==> config.mk <==
export PLATFORM = sky130hd
export DESIGN_NAME = mult_seq_ctrl
export DESIGN_NICKNAME = d
export VERILOG_FILES = /design/src/rtl/mult_seq_ctrl.sv
export SDC_FILE = /design/constraint.sdc
export NUM_CORES = 1
export LEC_CHECK = 0
export ABC_CLOCK_PERIOD_IN_PS = 1950
export CAP_MARGIN = 5
export CORE_UTILIZATION = 43
export DETAILED_ROUTE_END_ITERATION = 8
export HOLD_SLACK_MARGIN = 0.15
export PLACE_DENSITY = 0.85
export SYNTH_ARGS = -nofsm -noshare
export SYNTH_HDL_FRONTEND = slang
export SYNTH_SLANG_ARGS = --single-unit
==> constraint.sdc <==
create_clock -name clk -period 1.95 [get_ports clk]
set_input_delay 0.195 -clock clk [delete_from_list [all_inputs] [get_ports clk]]
set_output_delay 0.195 -clock clk [all_outputs]
set_load 0.05 [all_outputs]
==> src/rtl/mult_seq_ctrl.sv <==
// mult_seq_ctrl: hands 6x6 operand pairs to an external sequential multiplier,
// waits a fixed latency, then captures the product together with the operands
// into a valid/ready output register.
module mult_seq_ctrl #(
  parameter int unsigned LAT = 6
) (
  input  logic        clk,
  input  logic        rst,
  input  logic        in_valid,
  output logic        in_ready,
  input  logic [5:0]  in_a,
  input  logic [5:0]  in_b,
  output logic        m_load,
  output logic [5:0]  m_a,
  output logic [5:0]  m_b,
  input  logic [11:0] m_product,
  output logic        out_valid,
  input  logic        out_ready,
  output logic [11:0] out_product,
  output logic [5:0]  out_a,
  output logic [5:0]  out_b,
  output logic        busy
);

  typedef enum logic [1:0] {
    IDLE,
    LOAD,
    WAIT,
    DONE
  } state_t;

  localparam logic [3:0] LAT_M1 = 4'(LAT - 1);

  state_t      state_q;
  logic [3:0]  cnt_q;
  logic        m_load_q;
  logic [5:0]  m_a_q;
  logic [5:0]  m_b_q;
  logic        out_valid_q;
  logic [11:0] out_product_q;
  logic [5:0]  out_a_q;
  logic [5:0]  out_b_q;
  logic        capture;

  // DONE may capture when the output register is empty or being drained this edge
  always_comb begin
    capture = (state_q == DONE) && (!out_valid_q || out_ready);
  end

  // Sequencer: accept, load strobe, fixed wait, capture; output register handshake
  always_ff @(posedge clk) begin
    if (rst) begin
      state_q       <= IDLE;
      cnt_q         <= '0;
      m_load_q      <= 1'b0;
      m_a_q         <= '0;
      m_b_q         <= '0;
      out_valid_q   <= 1'b0;
      out_product_q <= '0;
      out_a_q       <= '0;
      out_b_q       <= '0;
    end else begin
      case (state_q)
        IDLE: begin
          if (in_valid) begin
            m_a_q    <= in_a;
            m_b_q    <= in_b;
            m_load_q <= 1'b1;
            state_q  <= LOAD;
          end
        end
        LOAD: begin
          m_load_q <= 1'b0;
          cnt_q    <= '0;
          state_q  <= WAIT;
        end
        WAIT: begin
          cnt_q <= cnt_q + 4'd1;
          if (cnt_q == LAT_M1) begin
            state_q <= DONE;
          end
        end
        DONE: begin
          if (capture) begin
            out_product_q <= m_product;
            out_a_q       <= m_a_q;
            out_b_q       <= m_b_q;
            state_q       <= IDLE;
          end
        end
        default: state_q <= IDLE;
      endcase

      // a capture on the same edge as a consume keeps valid high with new data
      if (capture) begin
        out_valid_q <= 1'b1;
      end else if (out_valid_q && out_ready) begin
        out_valid_q <= 1'b0;
      end
    end
  end

  // Reset has priority over an accept, so in_ready is masked during reset
  always_comb begin
    in_ready = (state_q == IDLE) && !rst;
  end

  assign busy        = (state_q != IDLE);
  assign m_load      = m_load_q;
  assign m_a         = m_a_q;
  assign m_b         = m_b_q;
  assign out_valid   = out_valid_q;
  assign out_product = out_product_q;
  assign out_a       = out_a_q;
  assign out_b       = out_b_q;

endmodule

==> out/qor.txt <==
Hold Path Class: in -> reg
Multi-input gate area: 790.8 sq um
CTS tree: done
die area: 4396 sq um
post-route worst setup slack: 266.5 ps
top cells by area, synth: dfxtp_1 (50%), a21oi_1 (12%), nand3_1 (7.0%)
# fillers: 359
RSZ-0062 raised after global routing: false
Synth Area in Simple Gates: 18.51%
register area: 880.8 sq um
Top delay family on crit path: buffers and inverters
Core Region: 3971 sq um
status: complete, no violations
Synth Area in Compound Gates: 21.18%
fin area: 2556 sq um
maxcap violations: 0
Synth top area share: 49.54%
DP Cell Count: 319
DP HPWL: 3.064 mm
largest net degree at the start of global routing: 32
Final setup viols: 0
Synth Instances: 214
vias per cell: 5.275
Final Hold Fails: 0
minimum clock period: 1684 ps
pre-CTS setup slack: 414.4 ps
final cell count without fillers: 327
worst relative slew slack: 64.19%
hold depth: 2
Synth Register Bits: 44
CP arrival: 1490 ps
Setup crit end kind: output port
TritonRoute pass-1 iters: 4
IO Pins: 68
Post-Syn Area: 1778 sq um
Slew Viols, Final: 0
Setup Skew: 4.284 ps
DRC: 0
fin crit share: 86.33%
mux contribution to synthesized area: 0.5630%
max incr delay on CP: 820 ps
Worst-Margin Slew: 537.2 ps
Avg Cell Area, Syn: 8.308 sq um
r2r worst-path depth: 5
Core Rows: 23
P per Cell Area: 1108 nW/um^2
CTS clk-pin slew, worst paths: 80 ps
Critical Path Slowest Stage Cell: clkdlybuf4s50_1
startpoint class of the critical path: flip-flop
Bufs and invs on worst path: 1
antenna-violating nets left: 0
final wirelength: 4.491 mm
GRT Residual Overflow: 0
vias after detailed routing: 1,725
initial core utilization: 44.77%
critical-path cell list: clkdlybuf4s50_1
Static Leakage: 0.8864 nW
post-synth cell types: 27
total power: 2.831 mW
cts bufs inserted: 5
Post-Syn Nets: 248
CP Max Fanout: 3
worst vdd ir: 0.4841 mV
placed cell area: 2459 sq um
post-synthesis xor/xnor area fraction: 0%
antenna violations before repair: 0
area share of fa/ha/maj cells after synthesis: 4.222%
Ant. Diodes: 0
first-pass GRT wire length: 7.238 mm
Root Buffer: clkbuf_8
Port Buffers: 67
All-Layer GR Usage: 21.69%
TNS Setup: 0 ps
DR iter-0 viols: 94
Clock Latency Late Sink: 290 ps
cell accounting for the most synthesized area: dfxtp_1
Worst Hold Slack: 379.3 ps
CP Depth: 1
number of global-route vias before repair: 1,620
largest family of logic cells by synthesized area: compound AO/OA/AOI/OAI gates
clock sink total: 44
H-tree depth: 2
setup repair bufs after CTS: 0
area grow syn2layout: 43.77%
post_cts resized: 0
Die X: 66.30 um
FMAX: 594.0 MHz
fraction of layout cells with a size suffix above 1: 6.859%
flop2flop setup slack: 400 ps
CTS Hold Bufs: 0
routability cong.: 0.8699
die height: 66.30 um
Setup CP Type: reg -> out
YS warnings: 0
required time of the worst setup path: 1750 ps
Layout Utilization: 64.37%
Clock Tree Buf Depth: 2
final net count: 310
Avg WL per Cell: 13.73 um
Seq/Total Area, Yosys: 49.54%
## synth_stat cells
library cell,count
or4_1,1
nor2_1,1
ha_1,6
nor2b_4,1
mux2i_1,1
nand2_1,28
clkbuf_1,7
nand3_1,25
o22ai_1,1
nand2b_1,4
a221o_1,1
o21ai_0,25
nand3b_1,2
dfxtp_1,44
buf_6,1
a211oi_1,1
buf_4,1
nor2b_1,3
o21ai_1,2
buf_1,4
and2_1,1
inv_1,6
a211oi_2,1
nand4b_1,1
inv_2,1
buf_2,4
a21oi_1,41
## per-layer routing
| metal | track usage (%) | part of all wire (%) |
|---|---|---|
| met5 | 0 | 0 |
| met4 | 7.447 | 1.2 |
| met3 | 5.000 | 6.3 |
| met2 | 39.67 | 51 |
| met1 | 24.34 | 42 |
## final cells by class
| cell class | instances | share of cell area, % |
|---|---|---|
| Clock inverter | 2 | 0.5874 |
| Clock buffer | 6 | 3.231 |
| Inverter | 7 | 1.028 |
| Tap cell | 50 | 2.447 |
| Timing Repair Buffer | 72 | 27.31 |
| Sequential cell | 44 | 34.46 |
| Multi-Input combinational cell | 146 | 30.93 |
## power by group
part / internal [mW] / leakage, nW / total (mW) / switching, mW
combinational: 0.387 / 0.486 / 1.16 / 0.768
clock: 0.287 / 0.0434 / 0.593 / 0.306
sequential: 1.00 / 0.357 / 1.08 / 0.0775
## worst register-to-register path: stages (launching register included)
cell,delay (ps)
dfxtp_1,370
inv_1,100
ha_1,380
nand2_1,90
or4_1,460
o21ai_0,80
## state kept, by name, indices dropped and copies added, names as in the netlist
register	count
out_product	12
m_a	6
m_b	6
out_a	6
out_b	6
cnt_q	4
state_q	2
m_load	1
out_valid	1
## worst paths after layout
kind,from,end
max reg2reg,state_q[0],cnt_q[3]
min,rst,m_b[3]
min reg2reg,m_b[3],m_b[3]
max,m_a[5],m_a[5]
## kinds of logic after synthesis
kind of cell,Yosys count
simple gates,67
flops,44
compound gates,72
buf+inv,24
fa+ha+maj,6
mux,1
## layout by cell type (no fill, tap or decap)
| master | synthesis | routed |
|---|---|---|
| o21ai_0 | 25 | 25 |
| and2_1 | 1 | 1 |
| buf_2 | 4 | 1 |
| clkbuf_8 | 0 | 6 |
| a211oi_1 | 1 | 1 |
| mux2i_1 | 1 | 1 |
| nor2b_1 | 3 | 3 |
| clkinvlp_4 | 0 | 2 |
| a211oi_2 | 1 | 1 |
| nand3b_1 | 2 | 2 |
| nand2b_1 | 4 | 4 |
| nand4b_1 | 1 | 1 |
| a21oi_1 | 41 | 41 |
| nand2_1 | 28 | 28 |
| inv_2 | 1 | 1 |
| o22ai_1 | 1 | 1 |
| o21ai_1 | 2 | 2 |
| buf_4 | 1 | 7 |
| ha_1 | 6 | 6 |
| nor2b_4 | 1 | 1 |
| nand3_1 | 25 | 25 |
| inv_1 | 6 | 6 |
| clkdlybuf4s50_1 | 0 | 64 |
| nor2_1 | 1 | 1 |
| dfxtp_1 | 44 | 44 |
| or4_1 | 1 | 1 |
| a221o_1 | 1 | 1 |
No activity file was read; power rests on OpenSTA's default activity.
==> variant (same flow settings) <==
Encoding of `state_t`: now one-hot (4 bits for 4 states).
--- a/src/rtl/mult_seq_ctrl.sv
+++ b/src/rtl/mult_seq_ctrl.sv
@@ -22,11 +22,11 @@
   output logic        busy
 );
 
-  typedef enum logic [1:0] {
-    IDLE,
-    LOAD,
-    WAIT,
-    DONE
+  typedef enum logic [3:0] {
+    IDLE = 4'b0001,
+    LOAD = 4'b0010,
+    WAIT = 4'b0100,
+    DONE = 4'b1000
   } state_t;
 
   localparam logic [3:0] LAT_M1 = 4'(LAT - 1);
Check against the original RTL: no difference found for any inputs over 10 cycles, from zero or initial values and one cycle with rst high; not proved beyond that.
==> variant against the unedited design <==
Sequential cell count grew 2; die area rose by 4.0%; sequential share of layout area fell by 0.29 points; count of clock-buffer cells in the layout did not move; cell area increased by 5.4%; setup slack worse by 0.12 ns; routed wire length is 4.1% higher; first-iteration DRC count is 7.4% lower; synthesized area increased by 4.1%; clock skew rose by 0.00067 ns; global-route usage rose by 0.45 points; critical endpoint is now in_ready; highest routed layer unchanged.
Power is not compared: it rests on default switching activity, and its combinational part moved more than twofold at a synthesized area within 25%.
==> variant: results (changes against the unedited design) <==
status: "completed"  # unchanged
drt-met1-wl_mm: 2.08  # was 1.86 mm
grt_pass1_vias: 1638  # was 1620
dr_wl_met2_mm: 2.21  # was 2.29 mm
vias_per_cell: 5.48  # was 5.28
cp_max_fo: 14  # was 3
grt_pass1_wl_mm: 7.56  # was 7.24 mm
synth_common_cells: "dfxtp_1, a21oi_1, nand3_1"  # was dfxtp_1, a21oi_1, nand2_1
grt_max_degree: 39  # was 32
ff2ff_setup_slack_ns: 0.25  # was 0.40 ns
syn_nets: 252  # was 248
fin_nets: 314  # was 310
synthAdderAreaFrac_pct: 1.35  # was 4.22%
inverters: 5  # was 7
nonClkBufAreaFrac_pct: 28.0  # was 27.3%
use_met1_pct: 28.0  # was 24.3%
drive_gt1_share_pct: 9.12  # was 6.86%
clk_share_pct: 4.09  # was 3.82%
syn_to_final_growth_pct: 45.6  # was 43.8%
r2r_start: "state_q[2]"  # was state_q[0]
synth_xor_area_share_pct: 0.473  # was 0%
synthMuxAreaShare_pct: 0  # was 0.563%
yosys-top-cells-area: "dfxtp_1, a21oi_1, nand3_1, o21ai_0, clkbuf_1"  # was dfxtp_1, a21oi_1, nand3_1, o21ai_0, nand2_1
seq_area_frac_synth_pct: 49.8  # was 49.5%
multi_input_area_um2: 827  # was 791 um^2
[variant: power by group through the flow]
stage | Clock, W | Sequential, W | Combinational [W]
final | 0.000697 | 0.000995 | 0.000331
after global routing | 0.000741 | 0.00100 | 0.000354
after CTS | 0.000707 | 0.000995 | 0.000332
after detailed placement | 0 | 0.00102 | 0.000330
after global placement | 0 | 0.00102 | 0.000328
after floorplan | 0 | 0.00108 | 0.000129
[variant: cell families after synthesis]
group,Yosys count
buf+inv,28
fa+ha+maj,2
flops,46
xor+xnor,1
compound gates,86
simple gates,59
[variant: worst max-delay path: stages, from the launching register on]
cell	delay (ns)
dfxtp_1	0.50
nor4b_2	0.32
inv_2	0.19
nor2_4	0.16
buf_12	0.15
[variant: metrics by stage]
step	total power, W	setup WS (ns)	instances
final	0.00202	0.147	335
after CTS	0.00203	0.0580	335
after global placement	0.00134	0.331	327
after floorplan	0.00121	0.0969	222
after detailed placement	0.00135	0.286	327
after global routing	0.00209	0.0612	335
